--- src/rtl/shift_if.sv ---
// shift_if: start/busy/done handshake and data bundle for shift_sequencer.
interface shift_if #(
    parameter int DATA_W  = 32,
    parameter int SHAMT_W = 5
) ();
    logic               start;
    logic [2:0]         op;
    logic [SHAMT_W-1:0] shamt;
    logic [DATA_W-1:0]  din;
    logic               busy;
    logic               done;
    logic [DATA_W-1:0]  dout;
    modport master (output start, op, shamt, din, input busy, done, dout);
    modport slave  (input start, op, shamt, din, output busy, done, dout);
endinterface

--- src/rtl/shift_sequencer.sv ---
// shift_sequencer: iterative shift/rotate unit with start/busy/done handshake.
// Define SHIFT_STEP4_EN to move 4 positions per SHIFT cycle while cnt >= 4.
module shift_sequencer #(
    parameter int DATA_W  = 32,
    parameter int SHAMT_W = 5
) (
    input logic    clk,
    input logic    reset_n,
    shift_if.slave bus
);
    typedef enum logic [1:0] {IDLE, SHIFT, DONE} state_t;
    state_t             r_state;
    logic               r_busy;
    logic               r_done;
    logic [DATA_W-1:0]  r_work;
    logic [SHAMT_W-1:0] r_cnt;
    logic [2:0]         r_op;
    logic [DATA_W-1:0]  w_one;
    logic [DATA_W-1:0]  w_next;
    logic [SHAMT_W-1:0] w_dec;
    always_comb begin
        w_one = r_op == 3'd0 ? {r_work[DATA_W-2:0], 1'b0} :
                r_op == 3'd1 ? {1'b0, r_work[DATA_W-1:1]} :
                r_op == 3'd2 ? {r_work[DATA_W-1], r_work[DATA_W-1:1]} :
                r_op == 3'd3 ? {r_work[DATA_W-2:0], r_work[DATA_W-1]} :
                               {r_work[0], r_work[DATA_W-1:1]};
    end
`ifdef SHIFT_STEP4_EN
    logic [DATA_W-1:0] w_four;
    logic              w_big;
    always_comb begin
        w_four = r_op == 3'd0 ? {r_work[DATA_W-5:0], 4'b0} :
                 r_op == 3'd1 ? {4'b0, r_work[DATA_W-1:4]} :
                 r_op == 3'd2 ? {{4{r_work[DATA_W-1]}}, r_work[DATA_W-1:4]} :
                 r_op == 3'd3 ? {r_work[DATA_W-5:0], r_work[DATA_W-1:DATA_W-4]} :
                                {r_work[3:0], r_work[DATA_W-1:4]};
        w_big  = r_cnt >= SHAMT_W'(4);
        w_next = w_big ? w_four : w_one;
        w_dec  = w_big ? SHAMT_W'(4) : SHAMT_W'(1);
    end
`else
    always_comb begin
        w_next = w_one;
        w_dec  = SHAMT_W'(1);
    end
`endif
    // Zero shift and pass-through ops skip SHIFT and complete one cycle after acceptance.
    always_ff @(posedge clk) begin
        if (!reset_n) begin
            r_state <= IDLE;
            r_busy  <= 1'b0;
            r_done  <= 1'b0;
            r_work  <= '0;
            r_cnt   <= '0;
            r_op    <= '0;
        end else begin
            case (r_state)
                IDLE: begin
                    r_done <= 1'b0;
                    if (bus.start) begin
                        r_work <= bus.din;
                        r_cnt  <= bus.shamt;
                        r_op   <= bus.op;
                        if (bus.shamt != '0 && bus.op <= 3'd4) begin
                            r_state <= SHIFT;
                            r_busy  <= 1'b1;
                        end else begin
                            r_state <= DONE;
                            r_done  <= 1'b1;
                        end
                    end
                end
                SHIFT: begin
                    r_work <= w_next;
                    r_cnt  <= r_cnt - w_dec;
                    if (r_cnt == w_dec) begin
                        r_state <= DONE;
                        r_busy  <= 1'b0;
                        r_done  <= 1'b1;
                    end
                end
                DONE: begin
                    r_state <= IDLE;
                    r_done  <= 1'b0;
                end
                default: begin
                    r_state <= IDLE;
                    r_busy  <= 1'b0;
                    r_done  <= 1'b0;
                end
            endcase
        end
    end
    assign bus.busy = r_busy;
    assign bus.done = r_done;
    assign bus.dout = r_work;
endmodule

--- src/flat_wrapper.sv ---
// flat-port wrapper written by rule: the top's interface ports become plain ports
module shift_sequencer_flat 
#(
    parameter int DATA_W  = 32,
    parameter int SHAMT_W = 5
)
  (clk, reset_n, bus_start, bus_op, bus_shamt, bus_din, bus_busy, bus_done, bus_dout);
  shift_if #(.DATA_W(DATA_W), .SHAMT_W(SHAMT_W)) bus_i ();
  input logic clk;
  input logic reset_n;
  input wire logic [$bits(bus_i.start)-1:0] bus_start;
  input wire logic [$bits(bus_i.op)-1:0] bus_op;
  input wire logic [$bits(bus_i.shamt)-1:0] bus_shamt;
  input wire logic [$bits(bus_i.din)-1:0] bus_din;
  output wire logic [$bits(bus_i.busy)-1:0] bus_busy;
  output wire logic [$bits(bus_i.done)-1:0] bus_done;
  output wire logic [$bits(bus_i.dout)-1:0] bus_dout;
  assign bus_i.start = bus_start;
  assign bus_i.op = bus_op;
  assign bus_i.shamt = bus_shamt;
  assign bus_i.din = bus_din;
  assign bus_busy = bus_i.busy;
  assign bus_done = bus_i.done;
  assign bus_dout = bus_i.dout;
  shift_sequencer #(.DATA_W(DATA_W), .SHAMT_W(SHAMT_W)) u_core (.clk(clk), .reset_n(reset_n), .bus(bus_i));
endmodule
--- config.mk ---
export PLATFORM = sky130hd
export DESIGN_NAME = shift_sequencer_flat
export DESIGN_NICKNAME = d
export VERILOG_FILES = /design/src/rtl/shift_if.sv /design/src/rtl/shift_sequencer.sv /design/src/flat_wrapper.sv
export SDC_FILE = /design/constraint.sdc
export NUM_CORES = 1
export LEC_CHECK = 0
export BUFFER_PORTS_ARGS = -buffer_cell sky130_fd_sc_hd__clkbuf_2
export CORE_ASPECT_RATIO = 0.75
export CORE_MARGIN = 3
export CORE_UTILIZATION = 45
export CTS_CLUSTER_DIAMETER = 120
export CTS_CLUSTER_SIZE = 20
export DETAILED_ROUTE_END_ITERATION = 10
export PLACE_DENSITY_LB_ADDON = 0.3
export SLEW_MARGIN = 40
export SYNTH_ARGS = -nofsm -noshare
export SYNTH_HDL_FRONTEND = slang
export SYNTH_SLANG_ARGS = --single-unit
--- constraint.sdc ---
create_clock -name clk -period 1.4 [get_ports clk]
set_input_delay 0.28 -clock clk [delete_from_list [all_inputs] [get_ports clk]]
set_output_delay 0.28 -clock clk [all_outputs]
set_load 0.05 [all_outputs]
# ---- Yosys cells after proc, flatten, opt, wreduce, memory -nomap -nowiden
# Index checks and enable logic that the tools add are counted.
dict set report op_classes {
  n_addsub 1
  magnitude_cmp 1
  n_eq_ne 10
  muxes 20
  bitwise 1
  n_reduce_logical 10
}
# operator n
set ops {}
lappend ops {{$mux 32} 5}
lappend ops {{$pmux 32 s2} 1}
lappend ops {{$pmux 5 s2} 1}
lappend ops {{$eq 3x2->1 const B} 2}
lappend ops {{$mux 1} 6}
lappend ops {{$mux 2} 3}
lappend ops {{$reduce_and 2->1} 3}
lappend ops {{$eq 5x1->1 const B} 1}
lappend ops {{$mux 5} 1}
lappend ops {{$reduce_bool 5->1} 1}
lappend ops {{$sub 5x1->5 const B} 1}
lappend ops {{$ne 2x1->1 const B} 2}
lappend ops {{$ne 4x2->1 const B} 1}
lappend ops {{$pmux 2 s2} 1}
lappend ops {{$reduce_and 4->1} 1}
lappend ops {{$eq 3x1->1 const B} 1}
lappend ops {{$le 3x3->1 const B} 1}
lappend ops {{$logic_not 3->1} 1}
lappend ops {{$pmux 1 s3} 1}
lappend ops {{$reduce_and 3->1} 1}
lappend ops {{$eq 2x1->1 const B} 1}
lappend ops {{$eq 2x2->1 const B} 1}
lappend ops {{$logic_not 2->1} 1}
lappend ops {{$ne 2x2->1 const B} 1}
lappend ops {{other kinds (4)} 4}
dict set report word_totals {
  ff_bits 44
  input_bits 43
  elab_cells 50
}

# ---- Logic depth before layout (Yosys ltp)
dict set report logic_depth {
  depth_word 6
  depth_mapped 6
}

# ---- Worst setup path after synthesis
# No wires, ideal clock.
dict set report synth_path {
  path_kind {reg2reg}
  from {register u_core.r_state[0]}
  to {register u_core.r_work[4], in the netlist u_core.bus.dout[4]}
  setup_ns 0.133
  arrival_time_ns 1.339
  path_slack_ns -0.072
  path_stages_with_launch 7
  cell_sequence {dfxtp_1 nor3b_2 buf_6 buf_6 mux2_1 o21ai_0 a21oi_1}
}
dict set report synth_via {
  elab_chain_cells 3
  elab_cells_between_ends 6
  cone_classes {eq/ne (2); mux (1); reduce/logical (3)}
}
# item line_no
set synth_rtl {}
lappend synth_rtl {{from (decl)} shift_sequencer.sv:12} ;# state_t r_state;
lappend synth_rtl {{from (signal assigned)} shift_sequencer.sv:50} ;# r_state <= IDLE;
lappend synth_rtl {{from (signal assigned)} shift_sequencer.sv:65} ;# r_state <= SHIFT;
lappend synth_rtl {{from (signal assigned)} shift_sequencer.sv:68} ;# r_state <= DONE;
lappend synth_rtl {{$eq 2x1->1 or $logic_not 2->1 (tied branches)} shift_sequencer.sv:57} ;# case (r_state)
lappend synth_rtl {{$reduce_bool 2->1 (no source line) or $ne 2x2->1 (tied branches)} n/a}
lappend synth_rtl {{$reduce_and 2->1 (no source line)} n/a}
lappend synth_rtl {{to (signal assigned)} shift_sequencer.sv:61} ;# r_work <= bus.din;
lappend synth_rtl {{to (signal assigned)} shift_sequencer.sv:74} ;# r_work <= w_next;
lappend synth_rtl {{to (decl)} shift_sequencer.sv:15} ;# logic [DATA_W-1:0] r_work;
# Parallel ways exist; a longest one is shown, timed or not.
# A chain may end at the register's enable or synchronous reset.

# ---- Worst setup path after layout
dict set report layout_path {
  from {register u_core.r_state[1]}
  to {register u_core.r_work[19], in the netlist u_core.bus.dout[19]}
}
# The elaborated chain is that of the path after synthesis.

==> out/results.txt <==
number of global-route vias before repair = 2,140
critical path endpoint category = register
Synth Instances = 261
Synth top area share = 36.72%
clk sink count = 44
Worst Hold Class = in2reg
global-route wire length before repair = 10,410 um
# diodes = 0
post-layout util = 68.63%
skew final = 5.352 ps
RD Place Congestion = 0.8426
Overflow after GRT = 0
vias = 2,322
Cell variety after synth = 42
P&R area growth vs syn = 43.35%
layout cell share with drive strength beyond 1 = 51.70%
Worst Hold Path EP = u_core.r_op[0]
Cells on Worst Hold Path = 3
CTS tree = yes
Post-synth EDFFs = 0
switch share = 38.70%
initial antenna violation count = 0
GRT Util Overall = 19.96%
minimum clock period = 1474 ps
IO Pins = 77
Initial DRC Count = 130
ranking of synthesized cells by area = dfxtp_1 37%, mux2i_1 12%, mux2_2 9.4%
die extent in x = 90.30 um
clk_lat worst skew = 310 ps
Via density = 5.476
DRT Wirelength = 6623 um
max_slew headroom = 77.17%
Num CTS Buffers = 5
r2r startpoint = u_core.r_state[1]
Clock transition at path regs = 90 ps
post-synthesis sequential area ratio = 36.72%
top cells by count, synth = 44 x dfxtp_1, 38 x a21oi_1, 29 x mux2i_1, 23 x o21ai_0
Final nets = 396
largest net degree at the start of global routing = 45
CTS root buf = clkbuf_8
Ys Warns = 0
multi-input logic area = 1634 um2
Final ANT Viol Nets = 0
FFs w/ async S/R, synth = 0%
final worst-path cycle share = 105.3%
failing checks = negative setup slack
RSZ-0062 raised after global routing = yes
Final Hold Viols = 0
die boundary height = 69.23 um
placed insts = 408
worst r2r path cells = 6
PnR worst setup slack = -74.18 ps
H-tree levels = 2
Final Max Slew Viols = 0
Sequential Area = 885.9 um2
clock share of power = 22.1%
CP max FO = 8
drt drc = 0
outcome = complete, but fails checks
die area = 6251 um2
initial core utilization = 47.88%
Clock Path Buffers = 2
cts hold-fix bufs = 0
Power Density = 1307 nW/um2
final setup vio count = 21
worst slew pin tran = 338.1 ps
Cell Int Power = 2.755 mW
fillcell total = 416
Peak VDD IR = 752.7 uV
syn nets = 306
hold wc startpoint = bus_op[0]
Pre-antenna DRT Iters = 4
Post-DP HPWL = 4332 um
# rows = 22
syn avg cell area = 9.190 um2
CP arrival = 1680 ps
Critical R2R Capture = u_core.bus.dout[19]
main flop type after synthesis = dfxtp_1
Psw = 1.739 mW
# port buffers = 76
critical path required time = 1600 ps
critical path type = reg2reg
top-count cell post-synth = dfxtp_1
element type at the critical path start = register
Gate power share = 42.2%
Reg power frac = 35.7%
flop2flop setup slack = -70 ps
Yosys top cell by area = dfxtp_1
core area = 5010 um2
WL/cell = 15.62 um
flops & latches, synth = 44
cell area after synthesis = 2399 um2
P_leak = 1.612 nW
Post-Layout Cell Count = 424
Max-Cap Viols = 0
fmax = 678.3 MHz
routing by layer:
| metal | track usage [%] | vias to the layer above | wire, um |
|---|---|---|---|
| met5 | 0 | - | 0 |
| met4 | 4.244 | 0 | 43 |
| met3 | 4.664 | 7 | 395 |
| met2 | 30.96 | 63 | 2977 |
| met1 | 28.34 | 1115 | 3206 |
| li1 | - | 1137 | - |
critical path, cell delays in order, from the launching register on:
cell     delay [ps]
dfxtp_2         340
nor3b_4         240
buf_6           160
buf_12          130
mux2_4          300
o21ai_1         140
a21oi_1          50
flip-flops by register name, indices dropped and copies added, names as in the netlist:
register         count
u_core.bus.busy      1
u_core.bus.done      1
u_core.bus.dout     32
u_core.r_op          3
u_core.r_state       2
u_core.r_cnt         5
power by group through the flow:
stage	combinational, mW	clock, mW	sequential [mW]
detailed placement	1.61	0	1.62
global placement	1.58	0	1.61
CTS	1.79	0.998	1.60
global route	2.02	1.07	1.63
floorplan	0.775	0	2.04
finish	1.90	0.992	1.61
stage by stage:
step	instance area, um2	power, mW	setup TNS (ps)	setup slack [ps]	hold slack [ps]
floorplan	2442	2.811	-436.8	-40.65	416.0
global placement	2987	3.195	-2184	-97.48	447.9
detailed placement	2987	3.224	-3352	-154.0	457.1
CTS	3302	4.380	-1094	-57.79	218.8
global route	3438	4.720	-2786	-138.8	215.8
finish	3438	4.494	-1020	-74.18	214.4
final cells by class:
cell class | instances | area share, %
clock buffers | 5 | 2.001
clock inverters | 3 | 1.237
inverters | 6 | 0.6550
multi-input cells | 191 | 47.53
flip-flops and latches | 44 | 25.76
well taps | 72 | 2.620
repair buffers | 103 | 20.20
worst max-delay path by stage:
| stage | startpoint | endpoint | slack, ps |
|---|---|---|---|
| 2_1_floorplan | u_core.r_state[1] | u_core.bus.dout[1] | -40 |
| 3_3_place_gp | bus_start | u_core.bus.dout[26] | -100 |
| 3_5_place_dp | bus_start | u_core.bus.dout[21] | -150 |
| 4_1_cts | u_core.r_state[0] | u_core.bus.dout[18] | -60 |
| 5_1_grt | u_core.r_state[1] | u_core.bus.dout[17] | -140 |
| 6_report | u_core.r_state[1] | u_core.bus.dout[19] | -70 |
cell usage in the layout, fill, tap and decap left out, types with 5 or more instances in the layout:
master,netlist,routed
clkbuf_2,0,76
a21oi_2,0,6
o21ai_2,1,20
inv_1,5,5
clkbuf_8,0,5
mux2_4,0,29
dfxtp_1,44,40
a21oi_1,38,32
buf_12,0,6
o21ai_1,11,11
nand2_1,20,20
mux2i_1,29,29
buf_4,2,16
cells by family after synthesis:
kind of cell               share of synthesized area, %
xor gates and xnor gates                         0.3652
adders and majority gates                         1.043
DFF                                               36.72
buffers and inverters                             5.738
AOI/OAI and AO/OA                                 20.61
and+or+nand+nor                                   8.868
muxes                                             26.66
timing repair:
action,in CTS,in global routing
gates resized for setup,57,29
endpoints found under the setup margin,32,38
setup buffers,6,2
pin swaps,13,9
endpoints found under the hold margin,0,0
gates cloned,1,1
Power figures use the tool's default switching activity.
